## src/rtl/hpi_pkg.sv

```systemverilog
// ------------------------------------------------------------------
// hpi_pkg : HPI register map, responder states, STATUS bit positions
// rev 1.0
// ------------------------------------------------------------------
`default_nettype none

package hpi_pkg;

  typedef enum logic [1:0] {
    HPI_DATA    = 2'd0,
    HPI_MAILBOX = 2'd1,
    HPI_ADDRESS = 2'd2,
    HPI_STATUS  = 2'd3
  } hpi_reg_e;

  typedef enum logic [1:0] {
    IDLE   = 2'd0,
    RD_ACT = 2'd1,
    WR_ACT = 2'd2
  } hpi_state_e;

  localparam int STAT_MBX_OUT = 0;
  localparam int STAT_MBX_IN  = 1;

endpackage

`default_nettype wire

```

## src/rtl/hpi_strobe_sync.sv

```systemverilog
// ------------------------------------------------------------------
// hpi_strobe_sync : multi-flop synchronizer with rise/fall pulses
// rev 1.0
// ------------------------------------------------------------------
`default_nettype none

module hpi_strobe_sync #(
  parameter int STAGES = 2
) (
  input  logic clk,
  input  logic rst_n,
  input  logic act_raw,
  output logic act,
  output logic rise,
  output logic fall
);

  logic [STAGES-1:0] r_sync;
  logic              r_prev;

  always_ff @(posedge clk or negedge rst_n) begin
    if (!rst_n) begin
      r_sync <= '0;
      r_prev <= 1'b0;
    end else begin
      r_sync <= {r_sync[STAGES-2:0], act_raw};
      r_prev <= r_sync[STAGES-1];
    end
  end

  assign act  = r_sync[STAGES-1];
  assign rise = act & ~r_prev;
  assign fall = ~act & r_prev;

endmodule

`default_nettype wire

```

## src/rtl/hpi_device_responder.sv

```systemverilog
// ------------------------------------------------------------------
// hpi_device_responder : device-side CY7C67200 HPI model (memory, mailboxes, STATUS, INT)
// rev 1.0
// ------------------------------------------------------------------
`default_nettype none

module hpi_device_responder
  import hpi_pkg::*;
#(
  parameter int MEM_WORDS   = 256,
  parameter int SYNC_STAGES = 2
) (
  input  logic                         Clk,
  input  logic                         reset_n,
  input  logic [1:0]                   hpi_addr,
  input  logic                         hpi_cs_n,
  input  logic                         hpi_rd_n,
  input  logic                         hpi_wr_n,
  input  logic [15:0]                  hpi_din,
  output logic [15:0]                  hpi_dout,
  output logic                         hpi_doe,
  output logic                         hpi_int,
  input  logic                         loc_we,
  input  logic [$clog2(MEM_WORDS)-1:0] loc_addr,
  input  logic [15:0]                  loc_wdata,
  output logic                         loc_ready,
  input  logic                         mbx_out_wr,
  input  logic [15:0]                  mbx_out_data,
  output logic [15:0]                  mbx_in_data,
  output logic                         mbx_in_valid,
  input  logic                         mbx_in_ack
);

  localparam int AW = $clog2(MEM_WORDS);

  logic w_rd_raw, w_rd_act, w_rd_rise, w_rd_fall;
  logic w_wr_raw, w_wr_act, w_wr_rise, w_wr_fall;

  assign w_rd_raw = ~hpi_cs_n & ~hpi_rd_n;
  assign w_wr_raw = ~hpi_cs_n & ~hpi_wr_n;

  hpi_strobe_sync #(.STAGES(SYNC_STAGES)) u_rd_sync (
    .clk(Clk), .rst_n(reset_n), .act_raw(w_rd_raw),
    .act(w_rd_act), .rise(w_rd_rise), .fall(w_rd_fall)
  );

  hpi_strobe_sync #(.STAGES(SYNC_STAGES)) u_wr_sync (
    .clk(Clk), .rst_n(reset_n), .act_raw(w_wr_raw),
    .act(w_wr_act), .rise(w_wr_rise), .fall(w_wr_fall)
  );

  hpi_state_e r_state, w_next;
  logic       w_rd_start, w_rd_done, w_wr_start, w_wr_commit;

  always_ff @(posedge Clk or negedge reset_n) begin
    if (!reset_n) r_state <= IDLE;
    else          r_state <= w_next;
  end

  // A read rise wins over a simultaneous write rise.
  always_comb begin
    w_next      = r_state;
    w_rd_start  = 1'b0;
    w_rd_done   = 1'b0;
    w_wr_start  = 1'b0;
    w_wr_commit = 1'b0;
    unique case (r_state)
      IDLE: begin
        if (w_rd_rise) begin
          w_next     = RD_ACT;
          w_rd_start = 1'b1;
        end else if (w_wr_rise && !w_rd_act) begin
          w_next     = WR_ACT;
          w_wr_start = 1'b1;
        end
      end
      RD_ACT: if (w_rd_fall) begin
        w_next    = IDLE;
        w_rd_done = 1'b1;
      end
      WR_ACT: if (w_wr_fall) begin
        w_next      = IDLE;
        w_wr_commit = 1'b1;
      end
      default: w_next = IDLE;
    endcase
  end

  hpi_reg_e      r_addr;
  logic [15:0]   r_wdata, r_ptr, r_dout, r_mbx_out, r_rd_word, r_mbx_in;
  logic          r_dout_mem, r_out_full, r_in_valid;
  logic [15:0]   w_status, w_ptr_next;
  logic [AW:0]   w_ptr_low;
  logic [AW-1:0] w_ptr_idx;
  logic          w_data_step, w_host_mem_wr;

  always_comb begin
    w_status               = '0;
    w_status[STAT_MBX_OUT] = r_out_full;
    w_status[STAT_MBX_IN]  = r_in_valid;
  end

  // Pointer is a byte address; only the low AW+1 bits survive an increment.
  assign w_ptr_idx     = r_ptr[AW:1];
  assign w_ptr_low     = r_ptr[AW:0] + (AW+1)'(2);
  assign w_ptr_next    = {{(15-AW){1'b0}}, w_ptr_low};
  assign w_data_step   = (w_rd_done || w_wr_commit) && (r_addr == HPI_DATA);
  assign w_host_mem_wr = w_wr_commit && (r_addr == HPI_DATA);

  always_ff @(posedge Clk or negedge reset_n) begin
    if (!reset_n) begin
      r_addr     <= HPI_DATA;
      r_wdata    <= '0;
      r_ptr      <= '0;
      r_dout     <= '0;
      r_dout_mem <= 1'b0;
      r_mbx_out  <= '0;
      r_out_full <= 1'b0;
      r_mbx_in   <= '0;
      r_in_valid <= 1'b0;
    end else begin
      if (w_rd_start || w_wr_start) r_addr <= hpi_reg_e'(hpi_addr);
      if (w_wr_start || (r_state == WR_ACT && w_wr_act)) r_wdata <= hpi_din;

      if (w_rd_start) begin
        r_dout_mem <= (hpi_reg_e'(hpi_addr) == HPI_DATA);
        unique case (hpi_reg_e'(hpi_addr))
          HPI_MAILBOX: r_dout <= r_mbx_out;
          HPI_ADDRESS: r_dout <= r_ptr;
          HPI_STATUS:  r_dout <= w_status;
          default:     r_dout <= '0;
        endcase
      end

      if (w_data_step) r_ptr <= w_ptr_next;
      else if (w_wr_commit && r_addr == HPI_ADDRESS) r_ptr <= r_wdata;

      if (w_wr_commit && r_addr == HPI_MAILBOX) begin
        r_mbx_in   <= r_wdata;
        r_in_valid <= 1'b1;
      end else if (mbx_in_ack) begin
        r_in_valid <= 1'b0;
      end

      if (mbx_out_wr) begin
        r_mbx_out  <= mbx_out_data;
        r_out_full <= 1'b1;
      end else if (w_rd_done && r_addr == HPI_MAILBOX) begin
        r_out_full <= 1'b0;
      end
    end
  end

  logic [15:0] r_mem [MEM_WORDS];

  // Read-before-write: a same-cycle local write is not seen by the host read.
  always_ff @(posedge Clk) begin
    if (w_host_mem_wr)   r_mem[w_ptr_idx] <= r_wdata;
    else if (loc_we)     r_mem[loc_addr]  <= loc_wdata;
    if (w_rd_start)      r_rd_word        <= r_mem[w_ptr_idx];
  end

  assign hpi_dout     = r_dout_mem ? r_rd_word : r_dout;
  assign hpi_doe      = (r_state == RD_ACT) && w_rd_act;
  assign hpi_int      = r_out_full;
  assign loc_ready    = ~w_host_mem_wr;
  assign mbx_in_data  = r_mbx_in;
  assign mbx_in_valid = r_in_valid;

endmodule

`default_nettype wire

```

## config.mk

```make
export PLATFORM = sky130hd
export DESIGN_NAME = hpi_device_responder
export DESIGN_NICKNAME = d
export VERILOG_FILES = /design/src/rtl/hpi_pkg.sv /design/src/rtl/hpi_strobe_sync.sv /design/src/rtl/hpi_device_responder.sv
export SDC_FILE = /design/constraint.sdc
export NUM_CORES = 2
export LEC_CHECK = 0
export ABC_CLOCK_PERIOD_IN_PS = 8460
export BUFFER_PORTS_ARGS = -buffer_cell sky130_fd_sc_hd__clkbuf_2
export CAP_MARGIN = 10
export CORE_MARGIN = 2
export CORE_UTILIZATION = 45
export CTS_BUF_LIST = sky130_fd_sc_hd__clkbuf_16
export CTS_CLUSTER_SIZE = 12
export DETAILED_ROUTE_END_ITERATION = 10
export PLACE_DENSITY_LB_ADDON = 0.08
export REMOVE_ABC_BUFFERS = 1
export SYNTH_ARGS = -nofsm -noshare
export SYNTH_HDL_FRONTEND = slang
export SYNTH_SLANG_ARGS = --single-unit
```

## constraint.sdc

```tcl
create_clock -name Clk -period 8.46 [get_ports Clk]
set_clock_uncertainty 0.15 [all_clocks]
set_input_delay 0.846 -clock Clk [delete_from_list [all_inputs] [get_ports Clk]]
set_output_delay 0.846 -clock Clk [all_outputs]
set_load 0.02 [all_outputs]
```

==> flow_summary_export.csv <==
group,metric,value,unit
power,p_comb_share,27.4,%
grt,grt_overflow_total,0,
timing,slew_violations,0,
power,power_density,322.0,nW/um2
yosys,syn_area,162500,um2
cells_and_area,ff_latch_area,125800,um2
grt,grt_use_total,28.15,%
cts,clock-root-buffer,"clkbuf_16",
detailed_routing,drc,0,
cells_and_area,drive_gt1_share,25.85,%
setup_path,setup.worst_path.class,"flop to flop",
setup_path,crit_path_max_fanout,42,
cells_and_area,final_cell_mix,"edfxtp_1, mux4_2, clkbuf_16, mux2i_1, buf_4",
timing,setup_ws,2.761,ns
timing,max_freq,175.5,MHz
yosys,synth_cells,7565,
detailed_routing,wl_per_cell,39.40,um
timing,finalHoldViolCount,0,
setup_path,critPathArrivalTime,6.25,ns
yosys,ys_types,75,
die,coreArea,359200,um2
cells_and_area,area_growth,13.05,%
timing,setup_tns,0,ns
cells_and_area,multiInputGateArea,34460,um2
yosys,synth_area_leaders,"edfxtp_1, mux4_2, mux2i_1",
yosys,yosys.area.top_type,"edfxtp_1",
setup_path,end_kind,"flop",
yosys,ys_seq_area_share,77.42,%
cts,clkSinkCount,4205,
die,die_w,604.9,um
die,dieArea,365900,um2
cts,htreeDepth,5,
timing,setup_violations,0,
detailed_routing,routed_wl,519.2,mm
place,dpl_worst_slack,2.910,ns
yosys,async_reset_ff_share,2.212,%
timing,timing.final.crit_share,67.36,%
timing,rsz0062_at_grt,"no",
detailed_routing,dr_total_vias,83393,
power,clkPwrFrac,30.7,%
cts,ctsResizeCount,0,
cts,clk_pin_slew,0.06,ns
cts,clk_latency,0.99,ns
grt,antenna_found_initial,38,
detailed_routing,via_per_inst,6.329,
cts,cts.path.max_buffers,4,
power,ir_drop,0.0002167,V
power,intPower,39.79,mW
timing,whs,0.07089,ns
detailed_routing,drt-pass1-iter-count,5,
die,rows,220,
cells_and_area,nFillCells,28455,
cells_and_area,layout_commonest_cell,"edfxtp_1",
worst_hold_path,hold_path_class,"primary input to flop",
place,port_buffers,101,
die,start_util,45.23,%
power,p_sw,19.36,mW
cts,numCtsBuffers,440,
setup_path,cp.required,9.01,ns
yosys,ys.flop_type,"edfxtp_1",
grt,grt_max_degree,189,
timing,timing.slew.headroom,9.073,%
place,place_inst,12330,
die,ioPinCount,102,
power,sw_frac_of_total,32.73,%
place,place_congestion,0.8728,
yosys,synth_top_area_share,75.99,%
cells_and_area,layout.cells.non_filler,13177,
yosys,ys_warn_count,0,
outcome,status,"finished clean",
cts,post_cts_buffers,0,
cts,cts_tree,"built",
yosys,ys_seq_elements,4205,
place,hpwl,311.7,mm
timing,worstMarginPinSlew,1.330,ns
grt,grt_first_pass_wirelength,702.3,mm
power,p_leak,57.91,nW
job,drv_cap,0,
die,die_h,604.9,um
yosys,synth.avg_cell_area,21.48,um2
grt,grt_pass1_vias,81164,
timing,min_period,5.699,ns
detailed_routing,ant_nets,0,
setup_path,critPathLaunchType,"flop",
power,pwr-share-seq,42.0,%
yosys,synth_edf_count,4112,
detailed_routing,drt_iter0_markers,11274,
cells_and_area,nNetsFinal,8100,
## critical path, stage by stage, from the launching register on
cell	delay, ns
dfrtp_4	1.01
buf_12	0.37
buf_4	0.66
mux4_2	0.60
mux4_2	0.49
o21ai_1	0.48
a21oi_1	0.19
o311ai_1	1.06
o31ai_1	0.17
## stage by stage
step                util, %  total power, mW  area, um2
detailed placement    47.30            41.34     169900
floorplan                 -            35.13     159500
CTS                   51.10            59.34     183600
global route          51.12            60.65     183600
global placement      47.28            41.21     169800
finish                51.14            59.15     183700
## routing by layer
metal  global-route usage [%]  routed length [um]  share of wire (%)
met5                        0                 107              0.021
met4                    9.558               20780                4.0
met3                    5.508               45080                8.7
met2                    42.67              236000                 45
met1                    41.08              217300                 42
## flip-flops by register name, indices dropped and copies added (netlist names), 16 cells and up
signal,flops
r_mem,4096
mbx_in_data,16
r_dout,16
r_mbx_out,16
r_ptr,16
r_rd_word,16
r_wdata,16
## repair_timing
action	4_1_cts	5_1_grt
setup endpoints to repair	0	0
hold buffers	33	0
hold endpoints to repair	77	0
## final timing paths
kind                                      from                   to  slack [ns]  cells after the start
max                                   r_ptr[1]        r_rd_word[10]        2.76                      8
max reg2reg                           r_ptr[1]        r_rd_word[10]        2.76                      8
min                                   hpi_rd_n  u_rd_sync.r_sync[0]        0.07                      3
min in group asynchronous              reset_n       mbx_in_data[3]        0.27                      2
max in group asynchronous              reset_n             r_ptr[3]        6.49                      3
min reg2reg                u_rd_sync.r_sync[0]  u_rd_sync.r_sync[1]        0.22                      0
## logic make-up after synthesis
family	share of synthesized area, %
buf+inv	1.877
compound gates	3.786
flops	77.42
mux	15.14
fa+ha+maj	0.007699
simple gates	1.762
## power groups by stage
stage | sequential [mW] | clock (mW) | combinational (mW)
2_1_floorplan | 25.9 | 0 | 9.20
3_3_place_gp | 25.2 | 0 | 16.0
3_5_place_dp | 25.2 | 0 | 16.1
4_1_cts | 24.8 | 18.4 | 16.1
5_1_grt | 24.8 | 19.2 | 16.6
6_report | 24.8 | 18.1 | 16.2
## Yosys cell counts (all sizes together), types with 20 or more instances
cell type	number
clkbuf	157
nand3	53
nand2	190
nand2b	26
edfxtp	4112
a22o	20
a31oi	29
a221oi	77
a21oi	199
dfrtp	93
mux2i	387
buf	292
mux2	78
o22ai	47
o21ai	105
a22oi	237
nor2	312
mux4	875
a211oi	62
o221ai	43
## final cells by class
type	count	area share, %
sequential	4205	68.50
multi-input combinational	2899	18.76
clock buffer	449	6.117
tap	4773	3.251
timing repair buffer	476	2.154
clock inverter	331	1.142
antenna	33	0.04496
inverter	11	0.02656
Note: power is estimated with default switching activity, not from simulation.
